===== src/rtl/mux_scan_ctrl.sv =====
// Scan controller for an external 8:1 mux: steps sel over enabled channels, samples y_in into a word.
// Optional registered even parity on data_out when SCAN_PARITY_EN is defined.
module mux_scan_ctrl #(
  parameter int unsigned SETTLE = 1
) (
  input  logic       clk,
  input  logic       rst_n,
  input  logic       start,
  input  logic [7:0] mask,
  output logic [2:0] sel,
  input  logic       y_in,
  output logic [7:0] data_out,
  output logic       valid,
  input  logic       ready,
  output logic       busy,
  output logic       parity
);

  localparam logic [3:0] SettleLast = 4'(SETTLE - 1);

  typedef enum logic [1:0] {
    StIdle,
    StSel,
    StSample,
    StDone
  } state_e;

  state_e     state_q, state_d;
  logic [2:0] sel_q, sel_d;
  logic [3:0] cnt_q, cnt_d;
  logic [7:0] mask_q, mask_d;
  logic [7:0] data_q, data_d;
  logic [7:0] higher;

  function automatic logic [2:0] lowest_set(input logic [7:0] v);
    logic [2:0] idx;
    idx = '0;
    for (int i = 7; i >= 0; i--) begin
      if (v[i]) idx = 3'(i);
    end
    return idx;
  endfunction

  // Enabled channels strictly above the current one; empty means the scan is complete.
  assign higher = mask_q & (8'hFE << sel_q);

  always_comb begin
    state_d = state_q;
    sel_d   = sel_q;
    cnt_d   = cnt_q;
    mask_d  = mask_q;
    data_d  = data_q;
    unique case (state_q)
      StIdle: begin
        if (start) begin
          mask_d = mask;
          data_d = '0;
          cnt_d  = '0;
          if (mask == 8'h00) begin
            state_d = StDone;
          end else begin
            sel_d   = lowest_set(mask);
            state_d = StSel;
          end
        end
      end
      StSel: begin
        if (cnt_q == SettleLast) begin
          cnt_d   = '0;
          state_d = StSample;
        end else begin
          cnt_d = cnt_q + 4'd1;
        end
      end
      StSample: begin
        data_d[sel_q] = y_in;
        if (|higher) begin
          sel_d   = lowest_set(higher);
          state_d = StSel;
        end else begin
          state_d = StDone;
        end
      end
      StDone: begin
        if (ready) state_d = StIdle;
      end
      default: state_d = StIdle;
    endcase
  end

  always_ff @(posedge clk or negedge rst_n) begin
    if (!rst_n) begin
      state_q <= StIdle;
      sel_q   <= '0;
      cnt_q   <= '0;
      mask_q  <= '0;
      data_q  <= '0;
    end else begin
      state_q <= state_d;
      sel_q   <= sel_d;
      cnt_q   <= cnt_d;
      mask_q  <= mask_d;
      data_q  <= data_d;
    end
  end

`ifdef SCAN_PARITY_EN
  logic parity_q;

  // Tracks data_d so parity and data_out always change on the same edge.
  always_ff @(posedge clk or negedge rst_n) begin
    if (!rst_n) begin
      parity_q <= 1'b0;
    end else begin
      parity_q <= ^data_d;
    end
  end

  assign parity = parity_q;
`else
  assign parity = 1'b0;
`endif

  assign sel      = sel_q;
  assign data_out = data_q;
  assign valid    = (state_q == StDone);
  assign busy     = (state_q != StIdle);

endmodule


===== config.mk =====
export PLATFORM = sky130hd
export DESIGN_NAME = mux_scan_ctrl
export DESIGN_NICKNAME = d
export VERILOG_FILES = /design/src/rtl/mux_scan_ctrl.sv
export SDC_FILE = /design/constraint.sdc
export NUM_CORES = 1
export LEC_CHECK = 0
export BUFFER_PORTS_ARGS = -buffer_cell sky130_fd_sc_hd__buf_2
export CORE_UTILIZATION = 54
export DETAILED_ROUTE_END_ITERATION = 12
export MAX_ROUTING_LAYER = met4
export PLACE_DENSITY = 0.83
export SLEW_MARGIN = 20
export SYNTH_ARGS = -nofsm -noshare
export SYNTH_HDL_FRONTEND = slang
export SYNTH_SLANG_ARGS = --single-unit

===== constraint.sdc =====
create_clock -name clk -period 1.88 [get_ports clk]
set_input_delay 0 -clock clk [delete_from_list [all_inputs] [get_ports clk]]
set_output_delay 0 -clock clk [all_outputs]
set_load 0.05 [all_outputs]

==> results.py <==
metrics = {
    "run_status": {
        "run_status": "complete, no violations",
    },
    "synth": {
        "synth_fp_nets": 161,
        "synth_ff_type": "dfrtp_1",
        "synth.distinct_cells": 40,
        "avgSynthCellArea_um2": 9.65,
        "synth_area_mm2": 0.00141,
        "synth_edf_count": 0,
        "synth_seq_area_share": 0.426,
        "synth_area_leader_cell": "dfrtp_1",
        "ys_warn_count": 0,
        "synth.top_cell.area_share": 0.426,
        "synth.most_common_cell": "dfrtp_1",
        "synthTopCellsByArea": "dfrtp_1, mux2_2, o21ai_0",
        "syn_inst": 146,
        "synth-seq-cells": 24,
        "synth_common_cells": "dfrtp_1, o21ai_0, nand2_1, nor2_1",
        "async_reset_ff_frac": 1.00,
    },
    "hold_path": {
        "holdCritPathClass": "primary input to flip-flop",
        "worstHoldStart": "y_in",
    },
    "timing": {
        "tightest_slew_ns": 0.559,
        "relSlewSlack": 0.627,
        "finalSetupTns_ns": 0,
        "maxSlewViolCount": 0,
        "hold_slack_ns": 0.0263,
        "timing.fmax_mhz": 549,
        "hold_viol": 0,
        "period_minus_slack_ns": 1.82,
        "min_period_over_period": 0.968,
        "fin_worst_skew_ns": 0.0125,
        "grt_setup_unrepaired": "false",
        "setup_viol": 0,
    },
    "layout": {
        "drive_above_1_share": 0.304,
        "final_cells": 211,
        "syn_to_final_growth_pct": 21.6,
        "fin_util": 0.691,
        "fillCellCount": 190,
        "antenna_cells": 0,
        "fin_nets": 197,
        "fin_area_mm2": 0.00171,
    },
    "floorplanning": {
        "core-area_mm2": 0.00248,
        "die_area_mm2": 0.00282,
        "num_rows": 18,
        "initial_core_util": 0.569,
        "pin_count": 27,
        "die_w_um": 53.1,
        "chipHeight_um": 53.1,
    },
    "cts": {
        "cts_setup_buffers": 0,
        "tritoncts": "yes",
        "clock_latency_ns": 0.33,
        "cts_buffers": 3,
        "cts.clk_slew.worst_paths_ns": 0.14,
        "root_buffer": "clkbuf_4",
        "clock-sinks": 24,
        "cts_htree_levels": 1,
        "cts_buffer_depth": 2,
    },
    "power_and_ir_drop": {
        "leakagePower_nw": 0.775,
        "p_per_area_mw_per_mm2": 1660,
        "peakVddDrop_mv": 1.10,
    },
    "routing": {
        "drcViolationCount": 0,
        "first_pass_iters": 4,
        "ant_nets": 0,
        "drt_iter0_drc": 35,
        "drt_wl_total_um": 3470,
        "viasPerCell": 6.02,
        "drt-wirelength-per-cell_um": 16.4,
        "vias": 1271,
    },
    "placement": {
        "finalWeightedCongestion": 0.935,
        "hpwl_um": 2380,
        "port_buffers": 25,
        "dpl_cell_area_mm2": 0.00158,
        "dp.cells": 198,
    },
    "setup_path": {
        "cp-startpoint": "mask_q[5]",
        "crit_arrival_ns": 2.03,
        "worstPathCellList": "o21bai_1 -> nand4_4 -> o31ai_4 -> nor2_4 -> mux2_4",
        "slowest_stage": "dfrtp_1",
        "worstSetupPathType": "flip-flop to flip-flop",
        "crit_family": "compound AO/OA/AOI/OAI gates",
        "max_stage_delay_ns": 0.45,
        "critPathBufInv": 0,
        "required_ns": 2.09,
        "worstSetupStartpointType": "flip-flop",
        "r2r-start": "mask_q[5]",
        "crit_fanout": 5,
        "crit_path_end_kind": "flip-flop",
    },
    "global_route": {
        "grt_overflow": 0,
        "antenna_found_initial": 0,
        "grt_usage": 0.291,
        "grt_max_degree": 25,
        "grt_pass1_vias": 1202,
        "grt_pass1_wl_um": 5640,
    },
    "flow_run": {
        "drv_cap": 0,
    },
}
-- flip-flops by register name (all words and copies together) (netlist names) --
signal    flops
data_out      8
mask_q        7
cnt_q         4
sel           3
state_q       2
-- metrics by stage --
step,total power [W],worst slack (ns)
finish,0.00284,0.0596
global route,0.00299,0.0104
CTS,0.00281,0.0827
detailed placement,0.00249,0.0534
global placement,0.00241,0.150
floorplan,0.00212,0.0151
-- worst min-delay path, cell delays in order --
cell and delay, ns:
buf_2 0.07, inv_1 0.10, mux2i_1 0.15
-- power by group --
part	internal (W)	switching, W
Combinational	0.000597	0.00101
Clock	0.000119	0.000162
Sequential	0.000721	0.000225
-- path summary, 6_finish.rpt --
path | end | slack [ns] | cells after the start
setup reg to reg | sel[2] | 0.06 | 5
max in group asynchronous | sel[2] | 1.30 | 2
hold reg to reg | cnt_q[3] | 0.50 | 1
hold / removal | data_out[5] | 0.03 | 3
min in group asynchronous | mask_q[3] | 0.17 | 2
setup / recovery | sel[2] | 0.06 | 5
-- cells by family (layout without fill, tap and decap cells) --
| kind of cell | count (synthesis) | after routing | synth area share |
|---|---|---|---|
| and+or+nand+nor | 52 | 52 | 0.204 |
| AOI/OAI and AO/OA | 38 | 38 | 0.187 |
| DFF | 24 | 24 | 0.426 |
| buffers and inverters | 16 | 51 | 0.0515 |
| muxes | 13 | 13 | 0.110 |
| adders and majority gates | 2 | 2 | 0.0178 |
| other | 1 | 1 | 0.00266 |
-- placed cells by master, fill, tap and decap left out, types with 3 or more instances in the layout --
master / netlist / layout
o21ai_0: 14 / 14
a31oi_1: 3 / 3
clkbuf_4: 0 / 3
buf_4: 1 / 4
mux2_4: 3 / 3
dfrtp_1: 24 / 21
nand3_1: 8 / 8
inv_1: 9 / 9
buf_2: 1 / 25
dfrtp_2: 0 / 3
nor2_1: 10 / 10
mux2_2: 8 / 8
nand2b_1: 9 / 9
dlygate4sd3_1: 0 / 9
nand2_1: 10 / 10
a21oi_1: 4 / 3
-- cell type report --
| type | instances | area (um2) | area share |
|---|---|---|---|
| Timing Repair Buffer | 38 | 245 | 0.143 |
| Sequential cell | 24 | 604 | 0.353 |
| Inverter | 9 | 33.8 | 0.0197 |
| Tap cell | 30 | 37.5 | 0.0219 |
| Multi-Input combinational cell | 106 | 756 | 0.441 |
| Clock buffer | 4 | 36.3 | 0.0212 |
-- timing repair --
action | 4_1_cts | 5_1_grt
hold endpoints to repair | 32 | 0
resized for setup | 1 | 1
hold buffers | 9 | 0
setup endpoints to repair | 3 | 3
pin swaps | 0 | 0
-- routing by layer --
metal  wire length [um]  vias to the layer above  GRT usage
met1               1510                      621      0.371
met4                 78                        0      0.123
met5                  0                        -          -
met2               1710                       48      0.470
li1                   -                      591          -
met3                167                       11     0.0316
Note: power is estimated with default switching activity, not from simulation.
